[src/rtl/timer_cnt_core_if.sv]
// timer_cnt_core_if: control/status bundle between the
// APB register block (master) and the timer counting core (slave).
interface timer_cnt_core_if #(
  parameter int CNT_W = 8
);
  logic [CNT_W-1:0] tdr;
  logic             load;
  logic             dw;
  logic             en;
  logic [1:0]       clk_sel;
  logic             halt;
  logic [CNT_W-1:0] tcnt;
  logic             cnt_tick;
  logic             ovf_set;
  logic             udf_set;

  modport master (
    output tdr, load, dw, en, clk_sel, halt,
    input  tcnt, cnt_tick, ovf_set, udf_set
  );

  modport slave (
    input  tdr, load, dw, en, clk_sel, halt,
    output tcnt, cnt_tick, ovf_set, udf_set
  );
endinterface

[src/rtl/timer_cnt_core.sv]
// timer_cnt_core: prescaler plus 8-bit up/down counter
// producing TCNT and single-cycle overflow/underflow pulses.
module timer_cnt_core #(
  parameter int CNT_W = 8,
  parameter int PRE_W = 4
) (
  input  logic              pclk,
  input  logic              presetn,
  timer_cnt_core_if.slave   bus
);

  logic [PRE_W-1:0] r_pre_cnt;
  logic             r_tick;
  logic [CNT_W-1:0] r_tcnt;
  logic             r_ovf;
  logic             r_udf;

  logic [PRE_W:0]   w_mask_ext;
  logic [PRE_W-1:0] w_mask;
  logic             w_run;
  logic             w_tick_c;
  logic [CNT_W-1:0] w_tcnt_nxt;
  logic             w_ovf_nxt;
  logic             w_udf_nxt;

  // One extra bit so the /16 mask does not overflow before the -1.
  assign w_mask_ext = ((PRE_W+1)'(2) << bus.clk_sel)
                    - (PRE_W+1)'(1);
  assign w_mask     = w_mask_ext[PRE_W-1:0];
  assign w_run      = bus.en & ~bus.load;
  assign w_tick_c   = w_run & ~bus.halt
                    & ((r_pre_cnt & w_mask) == w_mask);

  // Prescaler: cleared when idle or loading, frozen by halt.
  always_ff @(posedge pclk or negedge presetn) begin
    if (!presetn) begin
      r_pre_cnt <= '0;
    end else if (!w_run) begin
      r_pre_cnt <= '0;
    end else if (!bus.halt) begin
      r_pre_cnt <= r_pre_cnt + PRE_W'(1);
    end
  end

  // Registered tick; held as-is through a halt.
  always_ff @(posedge pclk or negedge presetn) begin
    if (!presetn) begin
      r_tick <= 1'b0;
    end else if (!w_run) begin
      r_tick <= 1'b0;
    end else if (!bus.halt) begin
      r_tick <= w_tick_c;
    end
  end

  // Counter next value: load beats halt beats tick.
  always_comb begin
    w_tcnt_nxt = r_tcnt;
    w_ovf_nxt  = 1'b0;
    w_udf_nxt  = 1'b0;
    if (bus.load) begin
      w_tcnt_nxt = bus.tdr;
    end else if (!bus.halt && r_tick && bus.en) begin
      if (bus.dw) begin
        w_tcnt_nxt = r_tcnt - CNT_W'(1);
        w_udf_nxt  = (r_tcnt == '0);
      end else begin
        w_tcnt_nxt = r_tcnt + CNT_W'(1);
        w_ovf_nxt  = &r_tcnt;
      end
    end
  end

  // Counter and wrap-pulse registers.
  always_ff @(posedge pclk or negedge presetn) begin
    if (!presetn) begin
      r_tcnt <= '0;
      r_ovf  <= 1'b0;
      r_udf  <= 1'b0;
    end else begin
      r_tcnt <= w_tcnt_nxt;
      r_ovf  <= w_ovf_nxt;
      r_udf  <= w_udf_nxt;
    end
  end

  assign bus.tcnt     = r_tcnt;
  assign bus.cnt_tick = r_tick;
  assign bus.ovf_set  = r_ovf;
  assign bus.udf_set  = r_udf;

endmodule

[src/flat_wrapper.sv]
// flat-port wrapper written by rule: the top's interface ports become plain ports
module timer_cnt_core_flat 
#(
  parameter int CNT_W = 8,
  parameter int PRE_W = 4
)
  (pclk, presetn, bus_tdr, bus_load, bus_dw, bus_en, bus_clk_sel, bus_halt, bus_tcnt, bus_cnt_tick, bus_ovf_set, bus_udf_set);
  timer_cnt_core_if #(.CNT_W(CNT_W)) bus_i ();
  input  logic pclk;
  input  logic presetn;
  input wire logic [$bits(bus_i.tdr)-1:0] bus_tdr;
  input wire logic [$bits(bus_i.load)-1:0] bus_load;
  input wire logic [$bits(bus_i.dw)-1:0] bus_dw;
  input wire logic [$bits(bus_i.en)-1:0] bus_en;
  input wire logic [$bits(bus_i.clk_sel)-1:0] bus_clk_sel;
  input wire logic [$bits(bus_i.halt)-1:0] bus_halt;
  output wire logic [$bits(bus_i.tcnt)-1:0] bus_tcnt;
  output wire logic [$bits(bus_i.cnt_tick)-1:0] bus_cnt_tick;
  output wire logic [$bits(bus_i.ovf_set)-1:0] bus_ovf_set;
  output wire logic [$bits(bus_i.udf_set)-1:0] bus_udf_set;
  assign bus_i.tdr = bus_tdr;
  assign bus_i.load = bus_load;
  assign bus_i.dw = bus_dw;
  assign bus_i.en = bus_en;
  assign bus_i.clk_sel = bus_clk_sel;
  assign bus_i.halt = bus_halt;
  assign bus_tcnt = bus_i.tcnt;
  assign bus_cnt_tick = bus_i.cnt_tick;
  assign bus_ovf_set = bus_i.ovf_set;
  assign bus_udf_set = bus_i.udf_set;
  timer_cnt_core #(.CNT_W(CNT_W), .PRE_W(PRE_W)) u_core (.pclk(pclk), .presetn(presetn), .bus(bus_i));
endmodule
[config.mk]
export PLATFORM = sky130hd
export DESIGN_NAME = timer_cnt_core_flat
export DESIGN_NICKNAME = d
export VERILOG_FILES = /design/src/rtl/timer_cnt_core_if.sv /design/src/rtl/timer_cnt_core.sv /design/src/flat_wrapper.sv
export SDC_FILE = /design/constraint.sdc
export NUM_CORES = 1
export LEC_CHECK = 0
export BUFFER_PORTS_ARGS = -buffer_cell sky130_fd_sc_hd__buf_2
export CAP_MARGIN = 25
export CORE_MARGIN = 8
export CORE_UTILIZATION = 46
export CTS_CLUSTER_SIZE = 16
export DETAILED_ROUTE_END_ITERATION = 8
export HOLD_SLACK_MARGIN = 0.1
export PLACE_DENSITY = 0.84
export SETUP_SLACK_MARGIN = 0.4
export SLEW_MARGIN = 10
export SYNTH_ARGS = -nofsm -noshare
export SYNTH_HDL_FRONTEND = slang
export SYNTH_SLANG_ARGS = --single-unit
[constraint.sdc]
create_clock -name pclk -period 1.8 [get_ports pclk]
set_input_delay 0.18 -clock pclk [delete_from_list [all_inputs] [get_ports pclk]]
set_output_delay 0.18 -clock pclk [all_outputs]
set_load 0.02 [all_outputs]
* Word level (Yosys, flattened, before mapping) *
Cells that the tools add are included.

storage, ports and cells
  output and inout port bits = 11
  bits in latches = 0
  bits in writable memories = 0
  bits in read-only memories = 0
  logic and storage cells = 37
  register bits = 15
  memories kept = 0

operators by class
  bitwise gates (word level) = 6
  magnitude comparators = 0
  mux-type cells = 13
  div/mod/pow operators = 0
  shifts and indexed selects = 1
  reduce and logical (&&, ||, !) cells = 6
  eq/ne operators = 2
  $mul = 0
  add/sub/neg operators = 4

operators with widths
  kind                                                                 count
  8-bit 2-to-1 mux                                                     3
  8-bit by 1-bit adder with 8-bit output (second input constant)       1
  8-bit zero test                                                      1
  1-bit 2-to-1 mux                                                     8
  4-bit 2-to-1 mux                                                     2
  8-bit AND reduction                                                  1
  8-bit by 1-bit subtractor with 8-bit output (second input constant)  1
  4-bit by 1-bit adder with 4-bit output (second input constant)       1
  4-bit AND                                                            1
  4-bit equality test                                                  1
  2-bit by 2-bit left shift with 4-bit output (first input constant)   1
  4-bit by 2-bit subtractor with 4-bit output (second input constant)  1
  1-bit AND                                                            3
  1-bit logical AND                                                    2
  2-bit != test (second input constant)                                1
  1-bit NOT                                                            2
  2-bit nonzero test                                                   1
  1-bit zero test                                                      1

* Longest topological paths before layout *
  word-level depth = 7
  mapped depth = 7
  gate-level depth less buffers = 7

* Worst setup path after synthesis *
OpenSTA, ideal clock, no wires.

  kind = register -> register
  from = register u_core.r_tcnt[0] (netlist: u_core.bus.tcnt[0])
  to = register u_core.r_tcnt[6] (netlist: u_core.bus.tcnt[6])
  path buffers = 0
  data arrival time = 1947 ps
  library setup time = 71 ps
  path slack = -217 ps
  stages on the path, launching flop included = 8
  cell sequence = dfrtp_1 inv_1 fa_1 and2b_1 o31a_2 o21ai_0 a2111o_1 nand4_1

on the way
  longest elaborated chain between the ends = 4
  elaborated cells between the ends (all ways) = 5
  classes of those cells = add/sub: 2; mux: 3

ends and longest elaborated chain
  item                                                                                                          line                                        source
  from (decl)                                                                                                   timer_cnt_core.sv:14                        logic [CNT_W-1:0] r_tcnt;
  from (signal assigned)                                                                                        timer_cnt_core.sv:81                        r_tcnt <= w_tcnt_nxt;
  8-bit by 1-bit adder with 8-bit output / 8-bit by 1-bit subtractor with 8-bit output (equally long branches)  timer_cnt_core.sv:68, timer_cnt_core.sv:65
  8-bit 2-to-1 mux *                                                                                            timer_cnt_core.sv:64                        if (bus.dw) begin
  8-bit 2-to-1 mux *                                                                                            timer_cnt_core.sv:63                        end else if (!bus.halt && r_tick && bus.en) begin
  8-bit 2-to-1 mux *                                                                                            timer_cnt_core.sv:61                        if (bus.load) begin

Mark *: on every way between the ends. The rest lies on a longest branch, timed or not. The select of a mux whose other input is x is not followed.
A chain may end at the register's enable or synchronous reset.

* Final worst setup path *
  from = register u_core.r_tcnt[1] (netlist: u_core.bus.tcnt[1])
  to = register u_core.r_tcnt[6] (netlist: u_core.bus.tcnt[6])

Same word-level chain as after synthesis.

==> results.md <==
* Status: completed
* First-pass DRT Iterations at 4
* Synth area leaders: dfrtp_1, ha_1, o21ai_0
* Leak at 0.646 nW
* Layout cells sized above 1 at 0.392
* Synth Area in Simple Gates at 0.235
* CTS buffer count at 3
* Antenna viol nets, final at 0
* # clock sinks at 15
* Area added between synthesis and finish at 33.7%
* Starting density of the core at 0.481
* Largest net degree at the start of global routing at 23
* Setup TNS at 0 ns
* Slew Viols, Final at 0
* CP Capture Type: register
* Hold Path Class: in -> reg
* Relative slew slack at 0.765
* Synth Net Count at 142
* Routed via count at 1029
* RSZ-0062 raised after global routing: yes
* Achievable clock frequency at 575 MHz
* Final period utilization at 0.967
* Core area at 0.00217 mm²
* Worst slew pin tran at 0.352 ns
* Pre-CTS WS at -0.0193 ns
* Final worst-path setup slack at 0.0596 ns
* Post-synthesis compound-gate area fraction at 0.205
* Post-synth ARST share at 1.00
* CTS tree: built
* Cell Area, Placed at 0.00127 mm²
* # IOs at 27
* MaxCap Viol Count at 0
* Storage cell area at 379 µm²
* Num rows at 17
* Startpoint Class: register
* Final Wtd Congestion at 0.847
* Routed wire length at 2700 µm
* Setup Viol. Count Final at 0
* PD cells at 636 mW/mm²
* DRC at 0
* Final Hold Vio Count at 0
* Post-synthesis xor/xnor area fraction at 0.0420
* Gr usage total at 0.130
* Number of synthesized register bits at 15
* Most frequent cell after synthesis: dfrtp_1
* Syn. warnings at 0
* CTS Buffer Depth at 2
* Peak VDD IR at 0.397 mV
* DIE WIDTH at 63.6 µm
* Root Buffer: clkbuf_4
* Number of inserted diodes at 0
* WP data arrival at 1.96 ns
* Synthesized cell area at 0.00104 mm²
* WS Path Type: reg -> reg
* Avg WL per Cell at 14.5 µm
* Insertion delay to the later sink of the worst-skew pair at 0.28 ns
* Starting DRT DRC Count at 15
* Area share of the largest cell type after synthesis at 0.360
* Netlist cell types at 39
* Post-synthesis sequential area ratio at 0.360
* Vias in the first global route at 1050
* Clock skew at 0.00104 ns
* Dominant synthesized flop cell: dfrtp_1
* Main combinational cell family by area after synthesis: simple AND/OR/NAND/NOR gates
* Nets at 183
* Layout filler cell count at 192
* Core Util, Final at 0.643
* Clock slew at reported path FFs at 0.09 ns
* Post-synthesis cell count at 118
* Area share of fa/ha/maj cells after synthesis at 0.103
* Initial antenna violation count at 0
* EDFF count, synth at 0
* Required time of the worst setup path at 2.02 ns
* Overflow after GRT at 0
* CTS H-tree depth at 1
* Syn_area_per_cell at 8.84 µm²
* Synth cell count leaders: dfrtp_1, nor2_1, nand2_1, o21ai_0
* First-pass GRT wire length at 4380 µm
* HPWL Detailed at 1970 µm
* Die Y at 63.6 µm
* Fin crit period at 1.74 ns
* Die area at 0.00405 mm²
* Via density at 5.53
* Multiplexer share of the synthesized area at 0.00959
* Area leader, netlist: dfrtp_1
* Final instance area at 0.00140 mm²
* Critical path fanouts, max at 3
* I/O Buffers at 26
* Multi-input logic area at 687 µm²
-- where the power goes --
part           switching, W  leakage (nW)  internal, W
sequential        0.0000245         0.190     0.000357
clock              0.000108        0.0150    0.0000861
combinational      0.000166         0.441     0.000146
-- routing by layer --
layer  global-route usage  vias to the layer above  share of wire  wire, µm
met5                    0                        -              0         0
met4               0.0613                        0          0.016        44
met3               0.0159                        5          0.022        58
met1                0.141                      488           0.45      1210
met2                0.242                       21           0.51      1380
li1                     -                      515              -         -
-- per-stage QoR --
stage | instances | hold slack (ns) | power, W
finish | 186 | 0.0994 | 0.000888
global route | 186 | 0.100 | 0.000942
CTS | 185 | 0.107 | 0.000864
detailed placement | 176 | 0.109 | 0.000652
global placement | 176 | 0.109 | 0.000643
floorplan | 118 | -0.116 | 0.000558
-- cell usage in the layout, fill, tap and decap left out, drive strengths merged, types with 2 or more instances in the layout --
cell type and n:
buf 39, dfrtp 15, nor2 12, o21ai 11, nand2 10, inv 7, a21oi 7, ha 7
nand4 4, nor3 4, clkbuf 4, a211oi 4, xnor2 3, nor4 3, nand2b 2, nor3b 2
nor2b 2, xor2 2, nand3 2, o211ai 2, nand3b 2
-- cell families after synthesis --
| family | after synthesis |
|---|---|
| and+or+nand+nor | 46 |
| AOI/OAI and AO/OA | 32 |
| DFF | 15 |
| buffers and inverters | 11 |
| adders and majority gates | 8 |
| xor gates and xnor gates | 5 |
| muxes | 1 |
-- final timing paths --
path                                    startpoint                  to  slack [ns]  cells past startpoint
worst max-delay path            u_core.bus.tcnt[1]  u_core.bus.tcnt[6]        0.06                      7
worst min-delay path                    bus_tdr[0]  u_core.bus.tcnt[0]         0.1                      3
worst max register to register  u_core.bus.tcnt[1]  u_core.bus.tcnt[6]        0.06                      7
worst min register to register  u_core.bus.tcnt[6]  u_core.bus.udf_set        0.53                      1
max in group asynchronous                  presetn  u_core.bus.tcnt[2]        1.20                      2
min in group asynchronous                  presetn  u_core.bus.tcnt[5]        0.33                      2
-- cell type report --
type,instances,share of cell area
inverters,7,0.0188
clock buffers,4,0.0188
well taps,28,0.0251
repair buffers,40,0.173
multi-input cells,92,0.492
flip-flops and latches,15,0.272
-- critical path, cell delays in order, from the launching register on --
cell and delay, ns:
dfrtp_2 0.42, inv_2 0.05, fa_2 0.33, and2b_1 0.23, o31a_2 0.17, o21ai_2 0.06
a2111o_1 0.35, nand4_1 0.07
-- registers in the layout, summed over array words and instances, names as in the netlist --
name	count
u_core.bus.udf_set	1
u_core.bus.cnt_tick	1
u_core.bus.ovf_set	1
u_core.r_pre_cnt	4
u_core.bus.tcnt	8
-- timing repair --
action / 4_1_cts / 5_1_grt
hold buffers: 1 / 0
hold endpoints to repair: 15 / 0
setup endpoints to repair: 7 / 7
buffers inserted: 4 / 1
pin swaps: 10 / 7
resized for setup: 5 / 6
Note: power is estimated with default switching activity, not from simulation.
